[config.mk]
export PLATFORM = sky130hd
export DESIGN_NAME = alu_arbiter
export DESIGN_NICKNAME = d
export VERILOG_FILES = /design/src/rtl/alu_arbiter_pkg.sv /design/src/rtl/rr_arbiter.sv /design/src/rtl/alu_arbiter.sv
export SDC_FILE = /design/constraint.sdc
export NUM_CORES = 1
export LEC_CHECK = 0
export ABC_AREA = 1
export CORE_ASPECT_RATIO = 0.8
export CORE_MARGIN = 2
export CORE_UTILIZATION = 29
export CTS_CLUSTER_SIZE = 14
export DETAILED_ROUTE_END_ITERATION = 6
export GPL_ROUTABILITY_DRIVEN = 0
export GPL_TIMING_DRIVEN = 1
export PLACE_DENSITY = 0.59
export SETUP_SLACK_MARGIN = 0.15
export SYNTH_ARGS = -nofsm -noshare
export SYNTH_HDL_FRONTEND = slang
export SYNTH_SLANG_ARGS = --single-unit
[constraint.sdc]
create_clock -name clk -period 1.5 [get_ports clk]
set_input_delay 0.15 -clock clk [delete_from_list [all_inputs] [get_ports clk]]
set_output_delay 0.15 -clock clk [all_outputs]
set_load 0.02 [all_outputs]
[src/rtl/alu_arbiter_pkg.sv]
`default_nettype none
// ============================================================================
// Module      : alu_arbiter_pkg
// Description : Shared widths, ALU function codes, FSM state encoding and a
//               helper that classifies multi-cycle ALU functions.
// Revision    : 1.0 - initial release
// ============================================================================
package alu_arbiter_pkg;

    localparam int ALU_WIDTH      = 8;
    localparam int ALU_FUNC_WIDTH = 5;

    // ALU function codes. Only mul/div/mod change arbiter behaviour; every
    // other code is forwarded untouched as a single-cycle operation.
    localparam int unsigned C_ALU_F_NOP   = 32'd0;
    localparam int unsigned C_ALU_F_ADD   = 32'd1;
    localparam int unsigned C_ALU_F_SUB   = 32'd2;
    localparam int unsigned C_ALU_F_MUL   = 32'd3;
    localparam int unsigned C_ALU_F_DIV   = 32'd4;
    localparam int unsigned C_ALU_F_MOD   = 32'd5;
    localparam int unsigned C_ALU_F_AND   = 32'd6;
    localparam int unsigned C_ALU_F_OR    = 32'd7;
    localparam int unsigned C_ALU_F_XOR   = 32'd8;
    localparam int unsigned C_ALU_F_NOT   = 32'd9;
    localparam int unsigned C_ALU_F_SHL   = 32'd10;
    localparam int unsigned C_ALU_F_SHR   = 32'd11;
    localparam int unsigned C_ALU_F_ROL   = 32'd12;
    localparam int unsigned C_ALU_F_ROR   = 32'd13;
    localparam int unsigned C_ALU_F_INC   = 32'd14;
    localparam int unsigned C_ALU_F_DEC   = 32'd15;
    localparam int unsigned C_ALU_F_NEG   = 32'd16;
    localparam int unsigned C_ALU_F_CMP   = 32'd17;
    localparam int unsigned C_ALU_F_PASSA = 32'd18;
    localparam int unsigned C_ALU_F_PASSB = 32'd19;
    localparam int unsigned C_ALU_F_MIN   = 32'd20;
    localparam int unsigned C_ALU_F_MAX   = 32'd21;
    localparam int unsigned C_ALU_F_ASR   = 32'd22;

    typedef enum logic [1:0] {
        ST_IDLE = 2'd0,
        ST_EXEC = 2'd1,
        ST_RESP = 2'd2
    } state_t;

    // True for the functions whose ALU result needs MC_LAT cycles to settle.
    function automatic logic is_multicycle(input int unsigned f);
        return (f == C_ALU_F_MUL) || (f == C_ALU_F_DIV) || (f == C_ALU_F_MOD);
    endfunction

endpackage
`default_nettype wire

[src/rtl/rr_arbiter.sv]
`default_nettype none
// ============================================================================
// Module      : rr_arbiter
// Description : Combinational round-robin grant: picks the first asserted
//               request at or after ptr, wrapping NUM_REQ-1 to 0. One-hot out.
// Revision    : 1.0 - initial release
// ============================================================================
module rr_arbiter
    import alu_arbiter_pkg::*;
#(
    parameter int NUM_REQ = 2,
    parameter int PTR_W   = 1
) (
    input  logic [NUM_REQ-1:0] req,
    input  logic [PTR_W-1:0]   ptr,
    output logic [NUM_REQ-1:0] grant
);

    logic             w_found;
    int               w_sum;
    logic [PTR_W-1:0] w_idx;

    // Walk the requesters starting from ptr and grant the first one found.
    always_comb begin
        grant   = '0;
        w_found = 1'b0;
        w_sum   = 0;
        w_idx   = '0;
        for (int off = 0; off < NUM_REQ; off++) begin
            w_sum = int'(ptr) + off;
            if (w_sum >= NUM_REQ) begin
                w_sum = w_sum - NUM_REQ;
            end
            w_idx = w_sum[PTR_W-1:0];
            if (!w_found && req[w_idx]) begin
                grant[w_idx] = 1'b1;
                w_found      = 1'b1;
            end
        end
    end

endmodule
`default_nettype wire

[src/rtl/alu_arbiter.sv]
`default_nettype none
// ============================================================================
// Module      : alu_arbiter
// Description : Shares one ALU between NUM_REQ requesters. One transaction in
//               flight: round-robin grant, operand latch, optional multi-cycle
//               settle wait, then a held response until accepted.
// Revision    : 1.0 - initial release
// ============================================================================
module alu_arbiter #(
    parameter int NUM_REQ        = 2,
    parameter int ALU_WIDTH      = alu_arbiter_pkg::ALU_WIDTH,
    parameter int ALU_FUNC_WIDTH = alu_arbiter_pkg::ALU_FUNC_WIDTH,
    parameter int MC_LAT         = 4
) (
    input  logic                              clk,
    input  logic                              rst,
    input  logic [NUM_REQ-1:0]                req_valid,
    output logic [NUM_REQ-1:0]                req_ready,
    input  logic [NUM_REQ*ALU_WIDTH-1:0]      req_a,
    input  logic [NUM_REQ*ALU_WIDTH-1:0]      req_b,
    input  logic [NUM_REQ-1:0]                req_ci,
    input  logic [NUM_REQ*ALU_FUNC_WIDTH-1:0] req_f,
    output logic [NUM_REQ-1:0]                rsp_valid,
    input  logic [NUM_REQ-1:0]                rsp_ready,
    output logic [ALU_WIDTH-1:0]              rsp_s,
    output logic                              rsp_co,
    output logic [ALU_WIDTH-1:0]              alu_a,
    output logic [ALU_WIDTH-1:0]              alu_b,
    output logic                              alu_ci,
    output logic [ALU_FUNC_WIDTH-1:0]         alu_f,
    input  logic [ALU_WIDTH-1:0]              alu_s,
    input  logic                              alu_co
);

    import alu_arbiter_pkg::*;

    localparam int              PTR_W     = (NUM_REQ > 1) ? $clog2(NUM_REQ) : 1;
    localparam int              CNT_W     = 4;
    localparam logic [CNT_W-1:0] C_MC_LOAD = CNT_W'(MC_LAT - 1);

    state_t                    r_state;
    state_t                    w_state_next;
    logic [PTR_W-1:0]          r_rr_ptr;
    logic [PTR_W-1:0]          r_grant;
    logic [ALU_WIDTH-1:0]      r_a;
    logic [ALU_WIDTH-1:0]      r_b;
    logic                      r_ci;
    logic [ALU_FUNC_WIDTH-1:0] r_f;
    logic [CNT_W-1:0]          r_cnt;
    logic [ALU_WIDTH-1:0]      r_s;
    logic                      r_co;

    logic [NUM_REQ-1:0]        w_grant_oh;
    logic [PTR_W-1:0]          w_grant_idx;
    logic [ALU_FUNC_WIDTH-1:0] w_sel_f;
    logic                      w_accept;
    logic                      w_capture;
    logic                      w_rsp_done;
    logic [NUM_REQ-1:0]        w_rsp_valid;

    rr_arbiter #(
        .NUM_REQ (NUM_REQ),
        .PTR_W   (PTR_W)
    ) u_rr (
        .req   (req_valid),
        .ptr   (r_rr_ptr),
        .grant (w_grant_oh)
    );

    // One-hot grant to binary index used for operand selection.
    always_comb begin
        w_grant_idx = '0;
        for (int i = 0; i < NUM_REQ; i++) begin
            if (w_grant_oh[i]) begin
                w_grant_idx = PTR_W'(i);
            end
        end
    end

    assign w_sel_f = req_f[w_grant_idx*ALU_FUNC_WIDTH +: ALU_FUNC_WIDTH];

    // Next-state and handshake decode for the IDLE/EXEC/RESP sequence.
    always_comb begin
        w_state_next = r_state;
        w_accept     = 1'b0;
        w_capture    = 1'b0;
        w_rsp_done   = 1'b0;
        case (r_state)
            ST_IDLE: begin
                if (|req_valid) begin
                    w_accept     = 1'b1;
                    w_state_next = ST_EXEC;
                end
            end
            ST_EXEC: begin
                if (r_cnt == '0) begin
                    w_capture    = 1'b1;
                    w_state_next = ST_RESP;
                end
            end
            ST_RESP: begin
                if (rsp_ready[r_grant]) begin
                    w_rsp_done   = 1'b1;
                    w_state_next = ST_IDLE;
                end
            end
            default: begin
                w_state_next = ST_IDLE;
            end
        endcase
    end

    // Response strobe goes only to the requester that owns the transaction.
    always_comb begin
        w_rsp_valid = '0;
        if (r_state == ST_RESP) begin
            w_rsp_valid[r_grant] = 1'b1;
        end
    end

    // FSM state register; reset aborts any transaction in flight.
    always_ff @(posedge clk or posedge rst) begin
        if (rst) begin
            r_state <= ST_IDLE;
        end else begin
            r_state <= w_state_next;
        end
    end

    // Operand latch, settle counter, result capture and round-robin pointer.
    always_ff @(posedge clk or posedge rst) begin
        if (rst) begin
            r_rr_ptr <= '0;
            r_grant  <= '0;
            r_a      <= '0;
            r_b      <= '0;
            r_ci     <= 1'b0;
            r_f      <= '0;
            r_cnt    <= '0;
            r_s      <= '0;
            r_co     <= 1'b0;
        end else begin
            if (w_accept) begin
                r_grant <= w_grant_idx;
                r_a     <= req_a[w_grant_idx*ALU_WIDTH +: ALU_WIDTH];
                r_b     <= req_b[w_grant_idx*ALU_WIDTH +: ALU_WIDTH];
                r_ci    <= req_ci[w_grant_idx];
                r_f     <= w_sel_f;
                r_cnt   <= is_multicycle(32'(w_sel_f)) ? C_MC_LOAD : '0;
            end else if ((r_state == ST_EXEC) && (r_cnt != '0)) begin
                r_cnt <= r_cnt - CNT_W'(1);
            end
            if (w_capture) begin
                r_s  <= alu_s;
                r_co <= alu_co;
            end
            if (w_rsp_done) begin
                r_rr_ptr <= (r_grant == PTR_W'(NUM_REQ - 1)) ? '0 : (r_grant + PTR_W'(1));
            end
        end
    end

    // The ready strike is combinational, so it is masked directly by reset.
    assign req_ready = ((r_state == ST_IDLE) && !rst) ? w_grant_oh : '0;
    assign rsp_valid = w_rsp_valid;
    assign rsp_s     = r_s;
    assign rsp_co    = r_co;
    assign alu_a     = r_a;
    assign alu_b     = r_b;
    assign alu_ci    = r_ci;
    assign alu_f     = r_f;

endmodule
`default_nettype wire

==> results_dict.tcl <==
set metrics [dict create \
    power_leakage_nw 1.44 \
    setup_viol 0 \
    r2r-end "r_cnt[0]" \
    hpwlAfterDp_um 3550 \
    n_antenna_cell 0 \
    ys_async_sr_fraction_pct 100 \
    maxSlewHeadroom_pct 83.4 \
    antenna_found_initial 0 \
    cts_tree "done" \
    critPathArrivalTime_ns 1.25 \
    grt_use_total_pct 14.4 \
    cts_buffers 5 \
    grt_first_pass_wirelength_um 7980 \
    wl_um 4890 \
    clk_latency_ns 0.29 \
    grt_max_degree 30 \
    fin_util_pct 49.8 \
    fin_crit_sh_pct 93.6 \
    rsz0062_at_grt "yes" \
    critPathMaxFanout 2 \
    rr_worst_depth 7 \
    drc_errors 0 \
    place_inst 396 \
    fmax_ghz 0.712 \
    synth_fp_nets 270 \
    drtIter0Drc 69 \
    core_um2 6310 \
    grt-ovfl-total 0 \
    drv_slew 0 \
    ys.flop_type "dfrtp_1" \
    cts-root-buf "clkbuf_8" \
    yosys_register_bits 39 \
    first_global_vias 1768 \
    synth_cells 210 \
    irDropWorstVdd_mv 0.581 \
    n_fill_cell 636 \
    fin_nets 380 \
    io_buffer_count 93 \
    fp.dieW_um 93.6 \
    fin_cells 405 \
    worstMarginPinSlew_ns 0.246 \
    clockBufferDepth 2 \
    first_pass_iters 4 \
    final_cell_mix "57 x clkdlybuf4s50_1, 39 x dfrtp_1, 37 x nand2_1" \
    clk_pin_slew_ns 0.08 \
    routed-via-count 1788 \
    clock-sinks 39 \
    synth.distinct_cells 24 \
    period_needed_ns 1.40 \
    h-tree-depth 2 \
    syn_to_final_growth_pct 68.7 \
    required_ns 1.35 \
    min-delay-path-class "input port to asynchronous set/reset pin" \
    ioPinCount 94 \
    maxCapViolCount 0 \
    final.setup_skew_ns 0.00410 \
    drive_gt1_share_pct 21.8 \
    avgViaCountPerCell 4.41 \
    reg2reg_from "r_rr_ptr" \
    syn_area_um2 1860 \
    wl_per_cell_um 12.1 \
    status "complete, no violations" \
    mostFrequentLayoutCell "clkdlybuf4s50_1" \
    syn_avg_cell_area_um2 8.87 \
    cts_hold_buf 0 \
    start_kind "flop" \
    num_rows 26 \
    ant_nets 0 \
    yosys_warnings 0 \
    end_kind "output pin" \
    p_total_mw 5.81 \
    powerDensity_nw_per_um2 1850 \
    tns_ns 0 \
    dieArea_um2 7080 \
    yosysSeqAreaShare_pct 52.4 \
    initial_core_util_pct 29.5 \
    synth_edf_count 0 \
    hold_violations 0 \
    r2r_slack_ns 0.17 \
    path_class "flop to output pin" \
    die_y_um 75.7 \
]
## area by class of cell
cell class                      instances  area [um^2]  area share, %
Timing Repair Buffer                  111         1030           32.9
Tap cell                               84          105           3.35
Multi-Input combinational cell        149          860           27.4
Clock buffer                            5         68.8           2.19
Inverter                               14         52.6           1.67
Sequential cell                        39          976           31.1
Clock inverter                          3         43.8           1.39
## per-stage QoR
step	worst slack, ns	hold slack, ns	area, um^2
5_1_grt	-0.0236	0.382	3140
6_report	0.0956	0.351	3140
3_3_place_gp	-0.334	0.453	2960
2_1_floorplan	0.154	0.301	1870
4_1_cts	0.0803	0.359	3040
3_5_place_dp	-0.368	0.465	2960
## sequential cells by signal, indices dropped and copies added, names as in the netlist
| register | cells |
|---|---|
| r_rr_ptr | 1 |
| r_state | 2 |
| r_cnt | 4 |
| alu_ci | 1 |
| rsp_s | 8 |
| alu_b | 8 |
| rsp_co | 1 |
| alu_a | 8 |
| alu_f | 5 |
| r_grant | 1 |
## power by group
group          leakage (nW)  total, mW  internal (mW)  switching, mW
clock network        0.0581      0.882          0.495          0.387
logic                 0.910       3.10           1.35           1.74
registers             0.469       1.83           1.57          0.256
total                  1.44       5.81           3.42           2.39
## synthesized netlist by cell type (all sizes together) (3+ instances only)
library cell,instances,area [um^2]
a21oi,3,15.0
a31oi,3,18.8
buf,8,71.3
dfrtp,39,976
inv,14,52.6
mux2,9,101
nand2,47,191
nand3,10,60.1
nor2,30,123
nor3,3,15.0
o21ai,39,195
## cells by family (layout without fill, tap and decap cells)
group	after synthesis	in the layout	synth area share, %
and+or+nand+nor	91	91	21.2
AOI/OAI and AO/OA	47	47	13.1
DFF	39	39	52.4
buffers and inverters	22	133	6.65
muxes	9	9	5.44
adders and majority gates	1	1	0.672
xor gates and xnor gates	1	1	0.471
## worst max-delay path, cell delays in order, from the launching register on
cell and delay (ns):
dfrtp_1 0.39, inv_2 0.08, nand2_4 0.06, nor2_4 0.12
inv_2 0.06, nor3_2 0.09, buf_4 0.16
## timing repair
item | 4_1_cts | 5_1_grt
pin swaps | 1 | 0
endpoints found under the setup margin | 55 | 24
resized for setup | 55 | 28
buffers inserted | 1 | 0
## routing by layer
metal / part of all wire, % / up-vias / wire [um] / track usage, %
li1: - / 910 / - / -
met1: 46 / 815 / 2260 / 18.4
met2: 45 / 58 / 2210 / 24.5
met3: 8.0 / 5 / 390 / 4.45
met4: 0.63 / 0 / 31 / 3.38
met5: 0 / - / 0 / 0
## worst max-delay path by stage
stage | startpoint | end | slack (ns) | cells past startpoint
2_1_floorplan | r_rr_ptr | req_ready[1] | 0.15 | 5
3_3_place_gp | req_valid[1] | req_ready[1] | -0.33 | 6
4_1_cts | r_state[1] | req_ready[0] | 0.08 | 6
3_5_place_dp | req_valid[1] | req_ready[1] | -0.37 | 6
5_1_grt | r_state[1] | req_ready[0] | -0.02 | 6
6_report | r_state[1] | req_ready[0] | 0.1 | 6
Power figures use the tool's default switching activity.
